## config.mk

```make
export PLATFORM = sky130hd
export DESIGN_NAME = button_request_rx
export DESIGN_NICKNAME = d
export VERILOG_FILES = /design/src/rtl/button_request_rx.sv
export SDC_FILE = /design/constraint.sdc
export NUM_CORES = 1
export LEC_CHECK = 0
export CAP_MARGIN = 20
export CORE_ASPECT_RATIO = 1.2
export CORE_UTILIZATION = 40
export DETAILED_ROUTE_END_ITERATION = 10
export GPL_TIMING_DRIVEN = 0
export HOLD_SLACK_MARGIN = 0.15
export SYNTH_ARGS = -nofsm -noshare
export SYNTH_HDL_FRONTEND = slang
export SYNTH_SLANG_ARGS = --single-unit
```

## constraint.sdc

```tcl
create_clock -name clk -period 6.85 [get_ports clk]
set_clock_uncertainty 0.15 [all_clocks]
set_input_delay 1.37 -clock clk [delete_from_list [all_inputs] [get_ports clk]]
set_output_delay 1.37 -clock clk [all_outputs]
set_load 0.01 [all_outputs]
```

## src/rtl/button_request_rx.sv

```systemverilog
// button_request_rx: synchronize and debounce a raw button into a level, press/release pulses and a sticky request.
module button_request_rx #(
    parameter int DEBOUNCE_CYCLES = 1000000,
    parameter int CNT_WIDTH = 20
) (
    input  logic       clk,
    input  logic       reset,
    input  logic       btn_raw,
    input  logic       ack,
    output logic       btn_level,
    output logic       press,
    output logic       btn_release,
    output logic       request,
    output logic [7:0] press_count
);
    typedef enum logic [1:0] {LOW_STABLE, LOW_TO_HIGH, HIGH_STABLE, HIGH_TO_LOW} state_t;
    localparam logic [CNT_WIDTH-1:0] CNT_DONE = CNT_WIDTH'(DEBOUNCE_CYCLES);
    state_t state, state_n;
    logic [CNT_WIDTH-1:0] cnt, cnt_n;
    logic sync1, sync2, press_n, release_n;
    always_ff @(posedge clk) begin
        if (reset) begin
            sync1       <= 1'b0;
            sync2       <= 1'b0;
            state       <= LOW_STABLE;
            cnt         <= '0;
            btn_level   <= 1'b0;
            press       <= 1'b0;
            btn_release <= 1'b0;
            request     <= 1'b0;
            press_count <= '0;
        end else begin
            sync1       <= btn_raw;
            sync2       <= sync1;
            state       <= state_n;
            cnt         <= cnt_n;
            btn_level   <= (state_n == HIGH_STABLE) || (state_n == HIGH_TO_LOW);
            press       <= press_n;
            btn_release <= release_n;
            // a press landing together with ack keeps the request alive
            request     <= press_n | (request & (~ack | press));
            press_count <= press_count + 8'(press_n);
        end
    end
    always_comb begin
        state_n   = state;
        cnt_n     = cnt;
        press_n   = 1'b0;
        release_n = 1'b0;
        case (state)
            LOW_STABLE: begin
                state_n = sync2 ? LOW_TO_HIGH : LOW_STABLE;
                cnt_n   = sync2 ? CNT_WIDTH'(1) : '0;
            end
            LOW_TO_HIGH: begin
                if (!sync2) begin
                    state_n = LOW_STABLE;
                    cnt_n   = '0;
                end else if (cnt == CNT_DONE) begin
                    state_n = HIGH_STABLE;
                    cnt_n   = '0;
                    press_n = 1'b1;
                end else begin
                    cnt_n = cnt + CNT_WIDTH'(1);
                end
            end
            HIGH_STABLE: begin
                state_n = sync2 ? HIGH_STABLE : HIGH_TO_LOW;
                cnt_n   = sync2 ? '0 : CNT_WIDTH'(1);
            end
            HIGH_TO_LOW: begin
                if (sync2) begin
                    state_n = HIGH_STABLE;
                    cnt_n   = '0;
                end else if (cnt == CNT_DONE) begin
                    state_n   = LOW_STABLE;
                    cnt_n     = '0;
                    release_n = 1'b1;
                end else begin
                    cnt_n = cnt + CNT_WIDTH'(1);
                end
            end
        endcase
    end
endmodule

```

After elaboration in Yosys (flattened, before gate mapping). Index checks and enable logic that the tools add are counted.

Equality and inequality tests: 6. Reductions and logical operators: 3. Bitwise operators: 5. $add $sub $neg: 2. Multiplexer cells: 16.

Operators by type and width (count): one-hot mux 20 bit (4 select lines) (1); two-way mux 20 bit (3); adder 20 x 1 -> 20 bit (second input constant) (1); == test 20 bit (second input constant) (1); adder 8 x 1 -> 8 bit (1); == test 2 bit (second input constant) (4); two-way mux 2 bit (4); one-hot mux 2 bit (4 select lines) (1); two-way mux 1 bit (7); OR reduction 3 bit (1); == test 2 x 1 -> 1 bit (second input constant) (1); zero test 2 bit (1); inverter 1 bit (2); bitwise OR 1 bit (2); bitwise AND 1 bit (1); logical OR 1 bit (1).

Word-level logic and storage cells: 41. Output and inout bits: 12. Input bits: 4. Flip-flop bits (word level): 36.

Longest topological paths before layout. Gate-level depths: netlist (run 1).

Word-level depth: 6. Depth in mapped cells: 11. Gate-level depth less buffers: 11.

Worst setup path after synthesis (run 1). OpenSTA, ideal clock, no wires.

Path kind: input port to flip-flop. From: input reset. To: register cnt[14]. Buffers on the path: 1. Data required time: 6.635 ns. Slack: 4.520 ns. Library setup time: 0.065 ns. Stages on the path: 4. Arrival time: 2.115 ns. Cell sequence: a21oi_1 o211ai_1 buf_2 nor2_1.

RTL lines: start, declared (line 7) `input logic reset,`; end signal, assigned (line 36) `cnt <= cnt_n;`; end, declared (line 19) `logic [CNT_WIDTH-1:0] cnt, cnt_n;`.

==> reports/metrics.yaml, run 1 <==
outcome: "completed"
dp_slack_ns: 3.63
clockBufferDepth: 2
clk_latency_ns: 0.29
fin_util_pct: 52.9
die_height_um: 70.9
rsz0062_at_grt: "no"
power_density_nw_per_um2: 242
p_leak_nw: 0.662
worstHoldStart: "sync1$_SDFF_PP0_"
setup-tns-final_ns: 0
hold_path_end: "sync2$_SDFF_PP0_"
synth_cell_types: 34
rrSetupSlack_ns: 4.25
ctsHoldBuffers: 0
root_buffer: "clkbuf_8"
arrival_ns: 2.98
syn_avg_cell_area_um2: 8.99
grt_overflow_total: 0
hp-class: "flop to flop"
htree_levels: 2
drc_errors: 0
io_buffers: 15
first_iter_violations: 34
finalSetupViolCount: 0
place_congestion: 0.738
cp_max_fo: 10
initial_utilization_pct: 42.8
multi_input_area_um2: 802
fin_nets: 206
cpMaxStageDelayCell: "clkdlybuf4s50_1"
worstPathCellList: "clkdlybuf4s50_1 -> a21oi_1 -> o211ai_1 -> buf_2 -> nor2_1"
cts_resized: 0
cts_tree: "yes"
cts_sinks: 36
ys_warn_count: 0
fillers: 336
postSynthCellCount: 176
power.total_mw: 0.473
dieArea_um2: 4210
finalHoldViolations: 0
grt_max_degree: 13
drtPass1Iterations: 4
grt_usage_pct: 17.3
slew_viol_final: 0
finalWorstSetupSlack_ns: 3.94
postCtsSetupBuffers: 0
synth-seq-cells: 36
cap_violations: 0
slew_headroom_pct: 43.4
ant_nets: 0
netlist_area_um2: 1580
antenna_cells: 0
ioPinCount: 16
grt_pass1_wl_um: 5430
max_stage_delay_ns: 0.53
ys_top_cells_by_area: "dfxtp_1 46%, xnor2_1 7.2%, nor2_1 5.7%, nand3_1 4.4%, xor2_1 3.3%"
seq_area_um2: 721
r2r_cells: 11
path_clk_slew_ns: 0.08
drive_gt1_share_pct: 6.53
syn-num-nets: 184
grt_pass1_vias: 1247
r2r_start: "cnt[0]$_SDFF_PP0_"
critPathRequiredTime_ns: 6.92
fmax_mhz: 344
yosysTopAreaCell: "dfxtp_1"
final.period_utilization_pct: 42.5
coreArea_um2: 3690
seq_area_frac_synth_pct: 45.6
cts_buffers: 5
min_path_cells: 1
drt-total-wl_um: 3080
worstMarginPinSlew_ns: 0.841
crit_type: "input port to flop"
antenna_found_initial: 0
syn_to_final_growth_pct: 23.7
r2r-end: "press_count[5]$_SDFF_PP0_"
dpl.hpwl_um: 2310
worstSetupStartpointType: "input port"
finalCriticalPeriod_ns: 2.91
vias: 1276
wl_per_cell_um: 12.3
setup.worst_path.end_class: "flop"
synth_top_area_share_pct: 45.6
rows: 24
ir_drop_mv: 0.140
viasPerCell: 5.08
die_w_um: 59.4
## critical path, delay by kind of cell
kind	cells	cell delay, ns
AND/OR/NAND/NOR	1	0.12
buffers and inverters	2	0.82
AO/OA/AOI/OAI	2	0.67
## cell usage after synthesis (all sizes together)
master,n
ha,4
nand3,15
nor4,4
o21ai,5
o2111ai,2
xnor2,13
clkbuf,4
nand4b,1
nor4bb,3
o211ai,1
and3,6
and2,1
nor3,6
buf,1
o31ai,1
or3,2
a21o,2
nand4,3
xor2,6
or4,2
dfxtp,36
nor2,24
inv,10
nand2,5
a21oi,8
mux2i,1
nand2b,2
nor2b,4
a211oi,1
nor4b,3
## registers in the layout, indices dropped and copies added (netlist names)
name         count
request          1
btn_level        1
state            2
cnt             20
press_count      8
press            1
sync2            1
btn_release      1
sync1            1
## worst max path at each step
stage / endpoint / cells after the start / startpoint
4_1_cts: cnt[8]$_SDFF_PP0_ / 5 / reset
3_3_place_gp: cnt[13]$_SDFF_PP0_ / 5 / reset
5_1_grt: cnt[12]$_SDFF_PP0_ / 5 / reset
6_report: cnt[8]$_SDFF_PP0_ / 5 / reset
3_5_place_dp: cnt[8]$_SDFF_PP0_ / 5 / reset
2_1_floorplan: cnt[14]$_SDFF_PP0_ / 4 / reset
## layout make-up
| cell class | instances | area share (%) |
|---|---|---|
| Buffer | 5 | 1.09 |
| Clock buffer | 5 | 3.52 |
| Clock inverter | 3 | 4.61 |
| Inverter | 10 | 1.92 |
| Multi-Input combinational cell | 125 | 41.0 |
| Sequential cell | 36 | 36.9 |
| Tap cell | 52 | 3.33 |
| Timing Repair Buffer | 15 | 7.68 |
## metrics by stage
stage,instances,hold slack [ns],area (um^2)
finish,251,0.311,1960
global route,251,0.333,1960
CTS,251,0.315,1960
detailed placement,243,0.291,1800
global placement,243,0.271,1800
floorplan,176,0.264,1580
## cells in the final DEF, fill, tap and decap left out, drive strengths merged, types with 4 or more instances in the layout
cell type	count
a21oi	8
and3	6
clkbuf	9
clkdlybuf4s50	15
dfxtp	36
ha	4
inv	10
nand2	5
nand3	15
nor2	24
nor2b	4
nor3	6
nor4	4
o21ai	5
xnor2	13
xor2	6
## per-layer routing
layer | track usage, % | vias to the layer above | part of all wire (%)
li1 | - | 658 | -
met1 | 17.6 | 579 | 41
met2 | 30.3 | 27 | 52
met3 | 5.48 | 12 | 4.0
met4 | 9.79 | 0 | 2.9
met5 | 0 | - | 0
## report_power, final
| group | switching, mW | leakage, nW | total (mW) | internal (mW) |
|---|---|---|---|---|
| sequential | 0.000479 | 0.290 | 0.210 | 0.210 |
| clock | 0.0751 | 0.0784 | 0.257 | 0.182 |
| combinational | 0.00284 | 0.294 | 0.00534 | 0.00250 |
| total | 0.0784 | 0.662 | 0.473 | 0.395 |
## cell families after synthesis
family          after synthesis  synth area share [%]
mux                           1                 0.633
flops                        36                  45.6
xor+xnor                     19                  10.5
simple gates                 81                  28.8
compound gates               20                  7.60
buf+inv                      15                  3.72
fa+ha+maj                     4                  3.16
Power figures use the tool's default switching activity.
==> run 2: changes to the inputs <==
==> constraint.sdc (replaced) <==
create_clock -name clk -period 2.4 [get_ports clk]
set_clock_uncertainty 0.15 [all_clocks]
set_input_delay 0.48 -clock clk [delete_from_list [all_inputs] [get_ports clk]]
set_output_delay 0.48 -clock clk [all_outputs]
set_load 0.01 [all_outputs]
==> run 2 against run 1 <==
Effect of this change: clock power rose to 2.9 times the previous value; via count rose by 2.7%; global-route usage rose by 0.15 points; critical path type is now flop to flop; combinational power rose to 3.3 times the previous value; cell count rose by 0.40%; largest power group unchanged; design area rose by 6.7%; register-to-register slack got worse by 4.1 ns; hold slack improved by 0.0022 ns; first-iteration DRC count did not move; clock-buffer cell count did not move; highest routed layer unchanged; routed wire length rose by 4.4%; setup slack got worse by 3.8 ns.
==> reports/metrics.yaml, run 2 (same netlist as run 1, synthesis figures left out) <==
cts_buffers: 5
p_leak_nw: 0.684
fmax_mhz: 444
htree_levels: 2
rsz0062_at_grt: "no"
finalCriticalPeriod_ns: 2.25
slew_headroom_pct: 43.7
grt_max_degree: 13
power_density_nw_per_um2: 649
finalSetupViolCount: 0
initial_utilization_pct: 42.8
drive_gt1_share_pct: 17.5
fin_nets: 207
antenna_found_initial: 0
grt_pass1_vias: 1269
finalWorstSetupSlack_ns: 0.146
arrival_ns: 2.26
dp_slack_ns: -0.194
drt-total-wl_um: 3210
setup.worst_path.end_class: "flop"
cap_violations: 0
whs_ns: 0.313
viasPerCell: 5.20
p_int_mw: 1.13
drtPass1Iterations: 4
crit_type: "flop to flop"
slew_viol_final: 0
combinationalPowerShare_pct: 1.3
p_clk_share_pct: 54.4
reg_top3: "cnt x20, press_count x8, state x2"
dieArea_um2: 4210
layout_commonest_cell: "dfxtp_1"
first_iter_violations: 34
grt_pass1_wl_um: 5500
hp-class: "flop to flop"
antenna_cells: 0
rrSetupSlack_ns: 0.15
die_height_um: 70.9
rows: 24
final_cell_area_um2: 2090
syn_to_final_growth_pct: 31.9
wl_per_cell_um: 12.8
largest_register: "cnt"
layout_common_cells: "29 x dfxtp_1, 24 x nor2_1, 15 x clkdlybuf4s50_1"
dpl.hpwl_um: 2310
cts_sinks: 36
io_buffers: 15
vias: 1311
worstMarginPinSlew_ns: 0.836
clockBufferDepth: 2
sequentialPowerShare_pct: 44.3
p_sw_share_pct: 16.7
path_clk_slew_ns: 0.08
ioPinCount: 16
ir_drop_mv: 0.402
die_w_um: 59.4
critPathRequiredTime_ns: 2.41
final.period_utilization_pct: 93.9
setup-tns-final_ns: 0
grt_overflow_total: 0
ctsHoldBuffers: 0
clk_latency_ns: 0.29
ant_nets: 0
grt_usage_pct: 17.5
power.switching_mw: 0.226
cp_max_fo: 6
place_congestion: 0.738
drc_errors: 0
worstSetupStartpointType: "flop"
place_area_um2: 1800
outcome: "completed"
finalHoldViolations: 0
cts_tree: "yes"
largest_reg_flops: 20
coreArea_um2: 3690
root_buffer: "clkbuf_8"
run 2: power by group through the flow:
stage	clock network, mW	registers [mW]	logic, mW
after floorplan	0	0.614	0.00715
after global placement	0	0.615	0.0149
after detailed placement	0	0.615	0.0154
after CTS	0.755	0.601	0.0160
after global routing	0.781	0.600	0.0193
final	0.736	0.600	0.0176
run 2: through the flow:
| stage | power, mW | std cells | utilization (%) |
|---|---|---|---|
| 2_1_floorplan | 0.621 | 176 | - |
| 3_3_place_gp | 0.630 | 243 | 48.6 |
| 3_5_place_dp | 0.630 | 243 | 48.6 |
| 4_1_cts | 1.37 | 250 | 54.1 |
| 5_1_grt | 1.40 | 252 | 56.5 |
| 6_report | 1.35 | 252 | 56.5 |
run 2: final timing paths:
check	from	endpoint	depth (start not counted)
min reg2reg	sync1$_SDFF_PP0_	sync2$_SDFF_PP0_	1
max	cnt[15]$_SDFF_PP0_	press_count[5]$_SDFF_PP0_	9
min	sync1$_SDFF_PP0_	sync2$_SDFF_PP0_	1
max reg2reg	cnt[15]$_SDFF_PP0_	press_count[5]$_SDFF_PP0_	9
run 2: metal layers:
| layer | vias up | GRT usage, % | wire length [um] |
|---|---|---|---|
| li1 | 658 | - | - |
| met1 | 609 | 17.5 | 1310 |
| met2 | 35 | 31.3 | 1690 |
| met3 | 9 | 5.30 | 123 |
| met4 | 0 | 9.26 | 93 |
| met5 | - | 0 | 0 |
run 2: worst max-delay path, cell delays in order, from the launching register on:
cell and delay (ns):
dfxtp_1 0.38, nor4b_4 0.35, nand3_2 0.14, or3_4 0.41, inv_2 0.07, ha_4 0.12, and3_4 0.21, nand3_2 0.08
xor2_1 0.16, nor2_1 0.05
run 2: timing repair:
item,in CTS,in global routing
setup endpoints to repair,16,17
pin swaps,1,6
gates resized for setup,7,19
gates cloned,0,0
setup buffers,0,3
run 2: area by class of cell:
class | instances | area [um^2]
clock buffers | 5 | 68.8
fillers | 328 | 1610
well taps | 52 | 65.1
plain buffers | 3 | 12.5
repair buffers | 18 | 173
inverters | 10 | 37.5
flip-flops and latches | 36 | 732
multi-input cells | 125 | 907
clock inverters | 3 | 90.1
==> run 3: changes to the inputs <==
--- a/config.mk
+++ b/config.mk
@@ -7,10 +7,12 @@
 export LEC_CHECK = 0
 export CAP_MARGIN = 20
 export CORE_ASPECT_RATIO = 1.2
+export CORE_MARGIN = 3
 export CORE_UTILIZATION = 40
 export DETAILED_ROUTE_END_ITERATION = 10
 export GPL_TIMING_DRIVEN = 0
 export HOLD_SLACK_MARGIN = 0.15
+export SETUP_SLACK_MARGIN = 0.2
 export SYNTH_ARGS = -nofsm -noshare
 export SYNTH_HDL_FRONTEND = slang
 export SYNTH_SLANG_ARGS = --single-unit
==> run 3 against run 2 <==
Effect of this change: critical path type unchanged; die area is 13% higher; register-to-register slack better by 0.04 ns; critical path depth stayed put; highest routed layer unchanged.
==> reports/metrics.yaml, run 3 (same netlist as run 1, synthesis figures left out) <==
fin_nets: 219
first_iter_violations: 65
rows: 24
die_height_um: 74.9
wl_per_cell_um: 12.8
slew_headroom_pct: 61.4
drc_errors: 0
cts_sinks: 36
drt-total-wl_um: 3380
slew_viol_final: 0
dieArea_um2: 4750
finalHoldViolations: 0
die_w_um: 63.4
grt_pass1_wl_um: 5960
place_area_um2: 1810
reg_top3: "cnt x20, press_count x8, state x2"
fin_cells: 264
cts_buffers: 5
coreArea_um2: 3720
power_density_nw_per_um2: 525
setup.worst_path.end_class: "flop"
syn_to_final_growth_pct: 36.7
grt_max_degree: 12
viasPerCell: 5.09
drtPass1Iterations: 4
vias: 1344
finalCriticalPeriod_ns: 2.21
whs_ns: 0.307
htree_levels: 2
cap_violations: 0
hp-class: "flop to flop"
finalSetupViolCount: 0
place_congestion: 0.759
worstSetupStartpointType: "flop"
clockBufferDepth: 2
largest_register: "cnt"
drive_gt1_share_pct: 24.1
ir_drop_mv: 0.309
initial_utilization_pct: 42.5
critPathRequiredTime_ns: 2.41
outcome: "completed"
crit_type: "flop to flop"
fmax_mhz: 453
power.total_mw: 1.13
dpl.hpwl_um: 2370
io_buffers: 15
clk_latency_ns: 0.28
grt_usage_pct: 15.9
antenna_cells: 0
p_leak_nw: 0.728
layout_common_cells: "27 x dfxtp_1, 24 x nor2_1, 15 x clkdlybuf4s50_1"
grt_overflow_total: 0
cts_tree: "yes"
worstMarginPinSlew_ns: 0.574
placed_cells: 243
layout_commonest_cell: "dfxtp_1"
path_clk_slew_ns: 0.07
ioPinCount: 16
cp_max_fo: 6
max_stage_delay_ns: 0.41
worstHoldStart: "sync1$_SDFF_PP0_"
final_cell_area_um2: 2160
largest_reg_flops: 20
rsz0062_at_grt: "yes"
worstPathCellList: "nor4b_4 -> nand3_2 -> or3_4 -> inv_2 -> ha_4 -> and3_4 -> nand3_1 -> xor2_1 -> nor2_1"
cpMaxStageDelayCell: "or3_4"
antenna_found_initial: 0
ant_nets: 0
grt_pass1_vias: 1331
arrival_ns: 2.22
final.period_utilization_pct: 92.0
root_buffer: "clkbuf_8"
worstSetupStartpoint: "cnt[3]$_SDFF_PP0_"
r2r_start: "cnt[3]$_SDFF_PP0_"
## run 3: report_power, final
group          internal [mW]  total (mW)  switching [mW]  leakage [nW]
clock network          0.308       0.515           0.207        0.0552
registers              0.600       0.601         0.00120         0.295
logic                0.00980      0.0192         0.00940         0.378
## run 3: stage by stage
step	utilization [%]	worst slack, ns	TNS, ns
3_3_place_gp	48.6	-0.0410	-0.0745
4_1_cts	55.6	0.135	0
5_1_grt	58.1	0.0657	0
2_1_floorplan	-	0.225	0
6_report	58.1	0.191	0
3_5_place_dp	48.6	-0.0863	-0.287
## run 3: path summary, 6_finish.rpt
path / to / depth (start not counted) / slack (ns)
setup reg to reg: press_count[7]$_SDFF_PP0_ / 9 / 0.19
hold reg to reg: sync2$_SDFF_PP0_ / 1 / 0.31
setup / recovery: press_count[7]$_SDFF_PP0_ / 9 / 0.19
hold / removal: sync2$_SDFF_PP0_ / 1 / 0.31
## run 3: timing repair
item,in CTS,in global routing
pin swaps,8,9
gates resized for setup,22,14
setup buffers,7,6
hold buffers,0,0
endpoints found under the setup margin,19,8
## run 3: cell type report
type                       count  area (um^2)
sequential                    36          732
multi-input combinational    125          931
tap                           52         65.1
clock inverter                 2         35.0
buffer                         5         41.3
inverter                      10         37.5
fill                         346         1560
clock buffer                   6         72.6
timing repair buffer          28          248
## run 3: worst max-delay path: cells and delay by family, from the launching register on
| family | cells | cell delay (ns) |
|---|---|---|
| xor+xnor | 1 | 0.14 |
| flops | 1 | 0.39 |
| simple gates | 6 | 1.20 |
| fa+ha+maj | 1 | 0.14 |
| buf+inv | 1 | 0.07 |
## run 3: layer usage
layer,vias to the layer above,global-route usage (%),share of wire (%)
li1,680,-,-
met1,631,16.9,43
met2,24,29.8,51
met3,9,4.63,4.1
met4,0,6.47,1.9
met5,-,0,0
